## config.mk

```make
export PLATFORM = sky130hd
export DESIGN_NAME = branch_predict_sched_flat
export DESIGN_NICKNAME = d
export VERILOG_FILES = /design/src/rtl/branch_predict_sched_if.sv /design/src/rtl/branch_predict_sched.sv /design/src/flat_wrapper.sv
export SDC_FILE = /design/constraint.sdc
export NUM_CORES = 1
export LEC_CHECK = 0
export CORE_ASPECT_RATIO = 0.8
export CORE_MARGIN = 2
export CORE_UTILIZATION = 47
export CTS_CLUSTER_DIAMETER = 200
export DETAILED_ROUTE_END_ITERATION = 8
export PLACE_DENSITY = 0.62
export RECOVER_POWER = 50
export SYNTH_ARGS = -nofsm -noshare
export SYNTH_HDL_FRONTEND = slang
export SYNTH_SLANG_ARGS = --single-unit
```

## constraint.sdc

```tcl
create_clock -name clk -period 3.9 [get_ports clk]
set_input_delay 0.585 -clock clk [delete_from_list [all_inputs] [get_ports clk]]
set_output_delay 0.585 -clock clk [all_outputs]
set_load 0.02 [all_outputs]
```

## src/rtl/branch_predict_sched_if.sv

```systemverilog
// rtl/branch_predict_sched_if.sv - fetch/execute handshake bundle for the branch predictor
interface branch_predict_sched_if #(
  parameter int IDX_W = 4,
  parameter int DEPTH = 8
);
  localparam int CNT_W = $clog2(DEPTH) + 1;

  logic             lookup_valid;
  logic [IDX_W-1:0] lookup_idx;
  logic             lookup_ready;
  logic             pred_valid;
  logic             pred_taken;
  logic             resolve_valid;
  logic             resolve_taken;
  logic             mispredict;
  logic             resolve_err;
  logic             flush;
  logic [CNT_W-1:0] inflight_count;

  // fetch/execute side
  modport master (
    output lookup_valid, lookup_idx, resolve_valid, resolve_taken, flush,
    input  lookup_ready, pred_valid, pred_taken, mispredict, resolve_err, inflight_count
  );

  // predictor side
  modport slave (
    input  lookup_valid, lookup_idx, resolve_valid, resolve_taken, flush,
    output lookup_ready, pred_valid, pred_taken, mispredict, resolve_err, inflight_count
  );
endinterface

```

## src/rtl/branch_predict_sched.sv

```systemverilog
// rtl/branch_predict_sched.sv - 2-bit counter branch predictor with in-order resolve queue
// Optional statistics counters are built when BP_STATS_EN is defined.
module branch_predict_sched #(
  parameter int IDX_W = 4,
  parameter int DEPTH = 8
) (
  input  logic                  clk,
  input  logic                  rst,
  branch_predict_sched_if.slave bus
`ifdef BP_STATS_EN
  ,
  output logic [15:0]           stat_resolved,
  output logic [15:0]           stat_mispred
`endif
);
  localparam int CNT_W   = $clog2(DEPTH) + 1;
  localparam int PTR_W   = $clog2(DEPTH);
  localparam int ENTRIES = 2 ** IDX_W;

  logic [1:0]       cnt_q   [ENTRIES];
  logic [1:0]       cnt_d   [ENTRIES];
  logic [IDX_W-1:0] qidx_q  [DEPTH];
  logic [IDX_W-1:0] qidx_d  [DEPTH];
  logic             qpred_q [DEPTH];
  logic             qpred_d [DEPTH];
  logic [PTR_W-1:0] wr_ptr_q, wr_ptr_d;
  logic [PTR_W-1:0] rd_ptr_q, rd_ptr_d;
  logic [CNT_W-1:0] count_q, count_d;
  logic             pred_valid_q, pred_valid_d;
  logic             pred_taken_q, pred_taken_d;
  logic             mispredict_q, mispredict_d;
  logic             resolve_err_q, resolve_err_d;
`ifdef BP_STATS_EN
  logic [15:0]      stat_resolved_q, stat_resolved_d;
  logic [15:0]      stat_mispred_q, stat_mispred_d;
`endif

  logic             push;
  logic             pop;
  logic [IDX_W-1:0] head_idx;
  logic             head_pred;
  logic [1:0]       head_cnt;
  logic [1:0]       head_upd;
  logic [1:0]       look_cnt;

  // Readiness depends only on occupancy so a same-cycle pop never frees a slot early.
  assign bus.lookup_ready   = (count_q != CNT_W'(DEPTH));
  assign bus.pred_valid     = pred_valid_q;
  assign bus.pred_taken     = pred_taken_q;
  assign bus.mispredict     = mispredict_q;
  assign bus.resolve_err    = resolve_err_q;
  assign bus.inflight_count = count_q;
`ifdef BP_STATS_EN
  assign stat_resolved      = stat_resolved_q;
  assign stat_mispred       = stat_mispred_q;
`endif

  // Next-state: pop/update head counter, push lookup with write-first bypass, flush override.
  always_comb begin
    cnt_d         = cnt_q;
    qidx_d        = qidx_q;
    qpred_d       = qpred_q;
    wr_ptr_d      = wr_ptr_q;
    rd_ptr_d      = rd_ptr_q;
    pred_valid_d  = 1'b0;
    pred_taken_d  = pred_taken_q;
    mispredict_d  = 1'b0;
    resolve_err_d = 1'b0;
`ifdef BP_STATS_EN
    stat_resolved_d = stat_resolved_q;
    stat_mispred_d  = stat_mispred_q;
`endif

    pop  = bus.resolve_valid && (count_q != '0) && !bus.flush;
    push = bus.lookup_valid && bus.lookup_ready && !bus.flush;

    head_idx  = qidx_q[rd_ptr_q];
    head_pred = qpred_q[rd_ptr_q];
    head_cnt  = cnt_q[head_idx];
    if (bus.resolve_taken) begin
      head_upd = (head_cnt == 2'b11) ? 2'b11 : head_cnt + 2'd1;
    end else begin
      head_upd = (head_cnt == 2'b00) ? 2'b00 : head_cnt - 2'd1;
    end

    // A lookup hitting the entry being trained this cycle sees the trained value.
    look_cnt = (pop && (head_idx == bus.lookup_idx)) ? head_upd : cnt_q[bus.lookup_idx];

    if (pop) begin
      cnt_d[head_idx] = head_upd;
      rd_ptr_d        = rd_ptr_q + PTR_W'(1);
      mispredict_d    = (bus.resolve_taken != head_pred);
`ifdef BP_STATS_EN
      if (stat_resolved_q != 16'hFFFF) stat_resolved_d = stat_resolved_q + 16'd1;
      if (mispredict_d && (stat_mispred_q != 16'hFFFF)) stat_mispred_d = stat_mispred_q + 16'd1;
`endif
    end

    resolve_err_d = bus.resolve_valid && (count_q == '0) && !bus.flush;

    if (push) begin
      qidx_d[wr_ptr_q]  = bus.lookup_idx;
      qpred_d[wr_ptr_q] = look_cnt[1];
      wr_ptr_d          = wr_ptr_q + PTR_W'(1);
      pred_valid_d      = 1'b1;
      pred_taken_d      = look_cnt[1];
    end

    count_d = count_q + CNT_W'(push) - CNT_W'(pop);

    if (bus.flush) begin
      wr_ptr_d = '0;
      rd_ptr_d = '0;
      count_d  = '0;
    end
  end

  // State registers; reset returns every counter to strong-taken and empties the queue.
  always_ff @(posedge clk) begin
    if (rst) begin
      for (int i = 0; i < ENTRIES; i++) cnt_q[i] <= 2'b11;
      for (int i = 0; i < DEPTH; i++) begin
        qidx_q[i]  <= '0;
        qpred_q[i] <= 1'b0;
      end
      wr_ptr_q      <= '0;
      rd_ptr_q      <= '0;
      count_q       <= '0;
      pred_valid_q  <= 1'b0;
      pred_taken_q  <= 1'b0;
      mispredict_q  <= 1'b0;
      resolve_err_q <= 1'b0;
`ifdef BP_STATS_EN
      stat_resolved_q <= '0;
      stat_mispred_q  <= '0;
`endif
    end else begin
      cnt_q         <= cnt_d;
      qidx_q        <= qidx_d;
      qpred_q       <= qpred_d;
      wr_ptr_q      <= wr_ptr_d;
      rd_ptr_q      <= rd_ptr_d;
      count_q       <= count_d;
      pred_valid_q  <= pred_valid_d;
      pred_taken_q  <= pred_taken_d;
      mispredict_q  <= mispredict_d;
      resolve_err_q <= resolve_err_d;
`ifdef BP_STATS_EN
      stat_resolved_q <= stat_resolved_d;
      stat_mispred_q  <= stat_mispred_d;
`endif
    end
  end
endmodule
```

## src/flat_wrapper.sv

```systemverilog
// flat-port wrapper written by rule: the top's interface ports become plain ports
module branch_predict_sched_flat 
#(
  parameter int IDX_W = 4,
  parameter int DEPTH = 8
)
  (clk, rst, bus_lookup_valid, bus_lookup_idx, bus_resolve_valid, bus_resolve_taken, bus_flush, bus_lookup_ready, bus_pred_valid, bus_pred_taken, bus_mispredict, bus_resolve_err, bus_inflight_count);
  branch_predict_sched_if #(.IDX_W(IDX_W), .DEPTH(DEPTH)) bus_i ();
  input  logic clk;
  input  logic rst;
  input wire logic [$bits(bus_i.lookup_valid)-1:0] bus_lookup_valid;
  input wire logic [$bits(bus_i.lookup_idx)-1:0] bus_lookup_idx;
  input wire logic [$bits(bus_i.resolve_valid)-1:0] bus_resolve_valid;
  input wire logic [$bits(bus_i.resolve_taken)-1:0] bus_resolve_taken;
  input wire logic [$bits(bus_i.flush)-1:0] bus_flush;
  output wire logic [$bits(bus_i.lookup_ready)-1:0] bus_lookup_ready;
  output wire logic [$bits(bus_i.pred_valid)-1:0] bus_pred_valid;
  output wire logic [$bits(bus_i.pred_taken)-1:0] bus_pred_taken;
  output wire logic [$bits(bus_i.mispredict)-1:0] bus_mispredict;
  output wire logic [$bits(bus_i.resolve_err)-1:0] bus_resolve_err;
  output wire logic [$bits(bus_i.inflight_count)-1:0] bus_inflight_count;
  assign bus_i.lookup_valid = bus_lookup_valid;
  assign bus_i.lookup_idx = bus_lookup_idx;
  assign bus_i.resolve_valid = bus_resolve_valid;
  assign bus_i.resolve_taken = bus_resolve_taken;
  assign bus_i.flush = bus_flush;
  assign bus_lookup_ready = bus_i.lookup_ready;
  assign bus_pred_valid = bus_i.pred_valid;
  assign bus_pred_taken = bus_i.pred_taken;
  assign bus_mispredict = bus_i.mispredict;
  assign bus_resolve_err = bus_i.resolve_err;
  assign bus_inflight_count = bus_i.inflight_count;
  branch_predict_sched #(.IDX_W(IDX_W), .DEPTH(DEPTH)) u_core (.clk(clk), .rst(rst), .bus(bus_i));
endmodule
```

# == Word level (Yosys, flattened, before mapping) ==
# Index checks and enable logic that the tools add are counted.
# word_totals
register_bits,86
latchBits,0
mem_bits_rw,0
romBits,0
in_bits,10
mem_count,0
# classes
n_addsub,6
mul,0
div,0
n_lt_le_gt_ge,6
n_eq_ne,4
n_shift,0
n_mux,26
n_bitwise,5
reduce_logical,15
# ops
cell,n
bitwise mux 32 bit,2
two-way mux 2 bit,9
binary-select mux 2 bit (select 4 bit),2
binary-select mux 4 bit (select 3 bit),1
demux 4 bit (select 3 bit),1
two-way mux 4 bit,3
>= comparator 5 bit (second input constant),2
NOT 4 -> 5 bit,2
logical AND 1 bit,9
bitwise mux 8 bit,1
demux 2 bit (select 4 bit),1
>= comparator 4 bit (second input constant),2
NOT 3 -> 4 bit,2
adder 3 x 1 -> 3 bit (second input constant),2
< comparator 5 x 1 -> 1 bit (second input constant),1
adder 4 x 1 -> 4 bit,1
== test 4 bit,1
logical NOT 4 bit,1
< comparator 4 x 1 -> 1 bit (second input constant),1
two-way mux 1 bit,4
inequality test 4 bit (second input constant),1
nonzero test 4 bit,1
OR reduction 2 bit,2
subtractor 4 x 1 -> 4 bit,1
other kinds (9),9

# == Longest topological paths before layout ==
# Gate-level depths: netlist of the first run.
# depth
depth_word,13
mapped_depth,12
mapped_depth_nobuf,11

# == Worst setup path before layout of the first run ==
# Ideal clock, no wire load.
# synth_timing
kind,reg-to-reg
startpoint,register u_core.rd_ptr_q[1]
endpoint,register u_core.qpred_q[5] in the netlist's numbering
arrival_time_ps,2901
setup_slack_ps,925
path_stages_with_launch,11
path_buffers,2
period_less_slack_ps,2975
cell_sequence,dfxtp_1 -> buf_6 -> mux2_1 -> mux4_2 -> buf_6 -> mux4_2 -> nand3_1 -> and4_1 -> maj3_4 -> o31a_4 -> o21ai_1
# synth_via
elab_chain_len,13
elab_cells_between_ends,19
classes_between,2 x add/sub; 2 x eq/ne; 11 x mux; 2 x bitwise; 2 x reduce/logical
# synth_rtl
item,line,rtl
start: declaration,branch_predict_sched.sv:27,"logic [PTR_W-1:0] rd_ptr_q, rd_ptr_d;"
start signal: assignment,branch_predict_sched.sv:142,rd_ptr_q <= rd_ptr_d;
NOT 3 -> 4 bit (not written as such) *,branch_predict_sched.sv:77,head_idx = qidx_q[rd_ptr_q];
binary-select mux 4 bit (select 3 bit) *,branch_predict_sched.sv:77,
two-way mux 4 bit (not written as such) * (2 in a row),branch_predict_sched.sv:77,
NOT 4 -> 5 bit (not written as such),branch_predict_sched.sv:79,head_cnt = cnt_q[head_idx];
binary-select mux 2 bit (select 4 bit),branch_predict_sched.sv:79,
two-way mux 2 bit (not written as such) (2 in a row),branch_predict_sched.sv:79,
"subtractor 2 x 1 -> 2 bit, or another cell as far along",branch_predict_sched.sv:83,head_upd = (head_cnt == 2'b00) ? 2'b00 : head_cnt - 2'd1;
two-way mux 2 bit (on tied branches),"branch_predict_sched.sv:83, branch_predict_sched.sv:81",
two-way mux 2 bit,branch_predict_sched.sv:80,if (bus.resolve_taken) begin
two-way mux 2 bit *,branch_predict_sched.sv:87,look_cnt = (pop && (head_idx == bus.lookup_idx)) ? head_upd : cnt_q[bus.lookup_idx];
bitwise mux 8 bit *,branch_predict_sched.sv:103,qpred_d[wr_ptr_q] = look_cnt[1];
end signal: assignment,branch_predict_sched.sv:140,qpred_q <= qpred_d;
end: declaration,branch_predict_sched.sv:24,logic qpred_q [DEPTH];
# Mark *: on every way between the ends. The rest lies on a longest branch, timed or not. The select of a mux whose other input is x is not followed.
# A chain may end at the register's enable or synchronous reset.

# == Worst setup path in the final report of the first run ==
# Same ends and word-level chain as after synthesis.

==> results of run 1 <==
worst max-delay path, stage by stage (launching register included):
cell and delay, ps:
dfxtp_1 440, mux2_1 340, mux4_2 670, mux4_2 400, nand3_1 100, and4_1 270
maj3_4 430, o31a_4 400, o21ai_1 130
layout by cell type (no fill, tap or decap), types with 7 or more instances in the layout:
cell / count
dfxtp_1: 86
nor2_1: 60
nand2_1: 45
a21oi_1: 38
mux2i_1: 37
o21ai_0: 33
mux4_2: 18
inv_1: 14
nand3_1: 13
nor3_1: 11
o21ai_2: 10
dlygate4sd3_1: 10
clkbuf_16: 9
xor2_1: 8
ha_1: 8
clkbuf_1: 7
clkdlybuf4s50_1: 7
stage by stage:
step / hold WS (ps) / std cells / utilization, % / total power, mW
final: 476 / 614 / 55.3 / 2.11
after global routing: 500 / 614 / 55.3 / 2.18
after CTS: 479 / 614 / 55.6 / 2.13
after detailed placement: 468 / 598 / 51.7 / 1.13
after global placement: 456 / 598 / 51.7 / 1.13
after floorplan: 432 / 483 / - / 1.07
final cells by class:
class,count,area share [%]
well taps,115,2.85
clock inverters,3,1.79
clock buffers,13,5.16
multi-input cells,354,50.3
repair buffers,29,4.74
inverters,14,1.04
flip-flops and latches,86,34.1
routing by layer:
layer / wire [um] / vias up
met3: 456 / 17
met4: 171 / 0
met1: 5560 / 1686
met2: 4680 / 72
li1: - / 1739
met5: 0 / -
sequential cells by signal (all words and copies together) (netlist names), 3 cells and up:
| name | count |
|---|---|
| u_core.rd_ptr_q | 3 |
| u_core.cnt_q | 32 |
| u_core.qidx_q | 32 |
| u_core.qpred_q | 8 |
| u_core.bus.inflight_count | 4 |
| u_core.wr_ptr_q | 3 |
worst max-delay path by stage:
| stage | from | endpoint | slack, ps |
|---|---|---|---|
| after floorplan | u_core.rd_ptr_q[1] | u_core.qpred_q[5] | 930 |
| after global placement | u_core.rd_ptr_q[1] | u_core.qpred_q[5] | 740 |
| after detailed placement | u_core.rd_ptr_q[1] | u_core.qpred_q[6] | 660 |
| after CTS | u_core.rd_ptr_q[1] | u_core.qpred_q[6] | 640 |
| after global routing | u_core.rd_ptr_q[1] | u_core.qpred_q[1] | 470 |
| final | u_core.rd_ptr_q[1] | u_core.qpred_q[5] | 640 |
power by group through the flow:
stage          registers, mW  logic, mW  clock network (mW)
2_1_floorplan          0.922      0.144                   0
3_3_place_gp           0.920      0.205                   0
3_5_place_dp           0.921      0.207                   0
4_1_cts                0.901      0.208                1.02
5_1_grt                0.902      0.223                1.05
6_report               0.901      0.205                1.00
kinds of logic (layout without fill, tap and decap cells):
group	Yosys count	count (layout)	synth area share [%]
AOI/OAI and AO/OA	103	103	14.0
xor gates and xnor gates	11	11	2.17
DFF	86	86	38.7
buffers and inverters	43	59	4.19
muxes	65	65	20.3
and+or+nand+nor	164	164	17.3
adders and majority gates	11	11	3.32
==> impl_metrics.tcl, run 1 <==
set metrics [dict create \
    synth.most_common_cell "dfxtp_1" \
    grt_max_degree 67 \
    die-height_um 91.0 \
    first_iter_violations 235 \
    cts.reportedPaths.clkPinSlew_ps 60 \
    root_buffer "clkbuf_16" \
    dp_hpwl_um 7720 \
    cts_tree "done" \
    fmaxAchievable_mhz 307 \
    required_ps 4160 \
    ys_warn_count 0 \
    synth_flop_cell "dfxtp_1" \
    setup_viol 0 \
    antenna_found_initial 0 \
    multi_input_area_um2 2540 \
    r2r_start "u_core.rd_ptr_q[1]" \
    power_frac_seq_pct 42.7 \
    drive_above_1_share_pct 12.2 \
    drv_slew 0 \
    p_per_area_nw_per_um2 418 \
    fill_cells 800 \
    worst_ep_arrival_time_ps 3520 \
    seqCellArea_um2 1720 \
    syn_nets 502 \
    avgSynthCellArea_um2 9.20 \
    synth_edf_count 0 \
    worst-r2r-setup-slack_ps 640 \
    leakagePower_nw 1.78 \
    post-place-ws_ps 664 \
    grt_pass1_wl_um 17600 \
    coreArea_um2 9110 \
    rsz0062_at_grt "false" \
    async_flop_share_pct 0 \
    clkPwrFrac_pct 47.6 \
    grt.met3_usage_pct 4.87 \
    diodes 0 \
    via_per_inst 5.72 \
    synth_top_area_share_pct 38.7 \
    whs_path_depth 2 \
    r2r_cells 8 \
    critPathLaunchType "flip-flop" \
    max_cap_violations 0 \
    placementRows 31 \
    synthTopCellsByCount "86 x dfxtp_1, 60 x nor2_1, 45 x nand2_1, 38 x a21oi_1, 37 x mux2i_1" \
    worst_pin_slew_ps 727 \
    internal_power_mw 1.63 \
    met2_usage_pct 32.5 \
    grt_overflow 0 \
    min_to "u_core.bus.pred_taken" \
    grt_use_total_pct 22.0 \
    synth_largest_area_cell "dfxtp_1" \
    netlist_area_um2 4450 \
    port_buffers 18 \
    ys_ff_latch 86 \
    finalCritPeriodShare_pct 83.5 \
    die_w_um 113 \
    gp_congestion 0.831 \
    fin_worst_skew_ps 10.2 \
    swShare_pct 22.8 \
    hold_violations 0 \
    critPathMaxFanout 17 \
    synthCells 483 \
    cts_hold_buf 0 \
    hold_class "reg -> reg" \
    grt-busiest-layer "met2" \
    fin_ws_ps 643 \
    grt_pass1_vias 3339 \
    area_growth_pct 13.5 \
    synth_cell_types 50 \
    p_sw_mw 0.481 \
    h-tree-depth 3 \
    fin_area_um2 5040 \
    place_area_um2 4710 \
    finalWorstPathRequiredPeriod_ps 3260 \
    cts_setup_buffers 0 \
    vias 3514 \
    worstReg2RegEnd "u_core.qpred_q[5]" \
    status "complete, no violations" \
    wire_per_inst_um 17.7 \
    setup_tns_ps 0 \
    crit_type "reg -> reg" \
    post_cts_resized 0 \
    cts_max_path_buffers 2 \
    synth.area.top_cells "dfxtp_1 39%, mux4_2 9.1%, mux2i_1 8.3%" \
    clock-sinks 86 \
    nets 513 \
    pin_count 19 \
    hp-start "u_core.bus.pred_taken" \
    gr-usage-met1_pct 32.2 \
    combPwrFrac_pct 9.7 \
    cp-end-kind "flip-flop" \
    start_util_pct 48.8 \
    die_area_um2 10300 \
    routed_wl_um 10900 \
    ant_nets 0 \
    yosysSeqAreaShare_pct 38.7 \
    remaining_drc_errors 0 \
    ir_worst_vdd_v 0.000428 \
    slew_headroom_pct 51.4 \
    dr.pass1.iters 5 \
    worstSkewPairLatency_ps 340 \
    numCtsBuffers 9 \
]
Power figures use the tool's default switching activity.
==> run 2, diff against run 1 <==
--- a/config.mk
+++ b/config.mk
@@ -10,7 +10,7 @@
 export CORE_UTILIZATION = 47
 export CTS_CLUSTER_DIAMETER = 200
 export DETAILED_ROUTE_END_ITERATION = 8
-export PLACE_DENSITY = 0.62
+export PLACE_DENSITY = 0.65
 export RECOVER_POWER = 50
 export SYNTH_ARGS = -nofsm -noshare
 export SYNTH_HDL_FRONTEND = slang
==> constraint.sdc (replaced) <==
create_clock -name clk -period 2.6 [get_ports clk]
set_input_delay 0.39 -clock clk [delete_from_list [all_inputs] [get_ports clk]]
set_output_delay 0.39 -clock clk [all_outputs]
set_load 0.02 [all_outputs]
==> run 2 against run 1 <==
Effect of this change: the flow now finishes with violations (setup timing); flip-flop and latch count did not move; routed wire length rose by 10%; die area did not move; design area rose by 9.0%; sequential share of layout area fell by 2.7 points; power rose by 42%; core utilization rose by 5.0 points; first-iteration DRC count rose by 82%; clock skew fell by 3.3 ps; combinational power rose by 99%; register-to-register slack got worse by 940 ps; worst hold slack got worse by 16 ps; largest power group is now sequential cells.
==> impl_metrics.tcl, run 2 (same netlist as run 1, synthesis figures left out) <==
set metrics [dict create \
    status "finished with violations" \
    violations "setup timing" \
    die_area_um2 10300 \
    finalWorstPathRequiredPeriod_ps 2900 \
    final_common_cell "dfxtp_1" \
    hold_violations 0 \
    antenna_found_initial 0 \
    power_frac_seq_pct 45.1 \
    post-place-ws_ps -411 \
    finalCritPeriodShare_pct 112 \
    diodes 0 \
    die-height_um 91.0 \
    multi_input_area_um2 2720 \
    slew_headroom_pct 69.5 \
    top_regs "u_core.cnt_q (32), u_core.qidx_q (32), u_core.qpred_q (8)" \
    die_w_um 113 \
    coreArea_um2 9110 \
    ir_worst_vdd_v 0.000473 \
    dp_hpwl_um 8320 \
    grt_max_degree 54 \
    worst_ep_arrival_time_ps 3170 \
    grt_overflow 0 \
    placementRows 31 \
    min_to "u_core.qidx_q[27]" \
    cts_max_path_buffers 2 \
    gp_congestion 0.865 \
    worst-r2r-setup-slack_ps -300 \
    r2r_start "u_core.rd_ptr_q[1]" \
    clock-sinks 86 \
    grt_pass1_vias 3637 \
    cts.reportedPaths.clkPinSlew_ps 60 \
    area_growth_pct 23.7 \
    layout_common_cells "83 x dfxtp_1, 60 x nor2_1, 45 x nand2_1, 44 x buf_4, 37 x mux2i_1" \
    rsz0062_at_grt "true" \
    cts_hold_buf 0 \
    pin_count 19 \
    whs_path_depth 2 \
    internal_power_mw 2.21 \
    remaining_drc_errors 0 \
    root_buffer "clkbuf_16" \
    fin_ws_ps -301 \
    vias 3832 \
    cpMostUsedCell "mux4_2" \
    port_buffers 18 \
    p_sw_mw 0.780 \
    cp_cell_sequence "mux2_4 > mux4_2 > mux4_2 > nand3_2 > and4_4 > maj3_4 > o31a_4 > mux2i_1" \
    seqCellArea_um2 1730 \
    required_ps 2870 \
    start_util_pct 48.8 \
    leakagePower_nw 2.00 \
    drive_above_1_share_pct 24.7 \
    critPathMaxFanout 8 \
    swShare_pct 26.1 \
    grt_pass1_wl_um 19200 \
    combPwrFrac_pct 13.6 \
    worstReg2RegEnd "u_core.qpred_q[4]" \
    fin_worst_skew_ps 6.90 \
    crit_family "multiplexers" \
    clkPwrFrac_pct 41.2 \
    first_iter_violations 427 \
    crit_type "reg -> reg" \
    dr.pass1.iters 5 \
    hold_class "in -> reg" \
    cp_slowest_stage_delay_ps 600 \
    grt_use_total_pct 23.9 \
    path_buf_inv 0 \
    critPathLaunchType "flip-flop" \
    wire_per_inst_um 18.3 \
    worstSkewPairLatency_ps 340 \
    p_per_area_nw_per_um2 544 \
    r2r_cells 8 \
    hp-start "rst" \
    via_per_inst 5.86 \
    setup_viol 41 \
    routed_wl_um 12000 \
    numCtsBuffers 9 \
    hold-worst-slack_ps 460 \
    fmaxAchievable_mhz 345 \
    worst_pin_slew_ps 456 \
    cp-end-kind "flip-flop" \
    nets 553 \
    cts_tree "done" \
    ant_nets 0 \
    drv_slew 0 \
    h-tree-depth 3 \
    max_cap_violations 0 \
    fill_cells 771 \
    cpMaxStageDelayCell "mux4_2" \
]
[run 2: worst register-to-register path, cell delays in order, from the launching register on]
cell,delay (ps)
dfxtp_4,390
mux2_4,320
mux4_2,600
mux4_2,390
nand3_2,90
and4_4,220
maj3_4,340
o31a_4,330
mux2i_1,150
[run 2: power by group through the flow]
stage	clock network [mW]	logic (mW)	registers [mW]
after floorplan	0	0.228	1.38
after global placement	0	0.365	1.38
after detailed placement	0	0.371	1.38
after CTS	1.26	0.387	1.35
after global routing	1.31	0.440	1.35
final	1.24	0.408	1.35
[run 2: metal layers]
layer / up-vias / wire (um) / global-route usage, %
li1: 1833 / - / -
met1: 1835 / 5740 / 34.9
met2: 138 / 5320 / 35.8
met3: 26 / 722 / 5.67
met4: 0 / 204 / 5.79
met5: - / 0 / 0
[run 2: metrics by stage]
step	util (%)	power, mW	setup TNS, ps	std cells	cell area (um^2)
6_report	60.3	2.99	-9880	654	5500
5_1_grt	60.3	3.10	-12910	654	5500
4_1_cts	59.4	3.00	-9050	651	5410
3_5_place_dp	55.5	1.75	-13150	631	5060
3_3_place_gp	55.5	1.75	-11170	631	5060
2_1_floorplan	-	1.61	-6730	483	4520
[run 2: how the worst max path moves through the flow]
stage | start | endpoint | slack (ps) | depth (start not counted)
2_1_floorplan | u_core.rd_ptr_q[1] | u_core.qpred_q[1] | -280 | 10
3_3_place_gp | u_core.rd_ptr_q[1] | u_core.bus.pred_taken | -400 | 9
3_5_place_dp | u_core.rd_ptr_q[1] | u_core.bus.pred_taken | -410 | 9
4_1_cts | u_core.rd_ptr_q[1] | u_core.bus.pred_taken | -290 | 9
5_1_grt | u_core.rd_ptr_q[1] | u_core.bus.pred_taken | -360 | 9
6_report | u_core.rd_ptr_q[1] | u_core.qpred_q[4] | -300 | 8
[run 2: cell type report]
| type | count | share of cell area (%) |
|---|---|---|
| Inverter | 14 | 0.955 |
| Timing Repair Buffer | 66 | 10.4 |
| Clock buffer | 11 | 4.60 |
| Tap cell | 115 | 2.62 |
| Multi-Input combinational cell | 357 | 49.4 |
| Clock inverter | 5 | 0.614 |
| Sequential cell | 86 | 31.5 |
[run 2: timing repair]
action                                  in CTS  in global routing
cloned                                       2                  1
endpoints found under the hold margin        0                  0
endpoints found under the setup margin      41                 41
pin swaps                                    4                  3
resized for setup                            6                 11
setup buffers                                2                  2
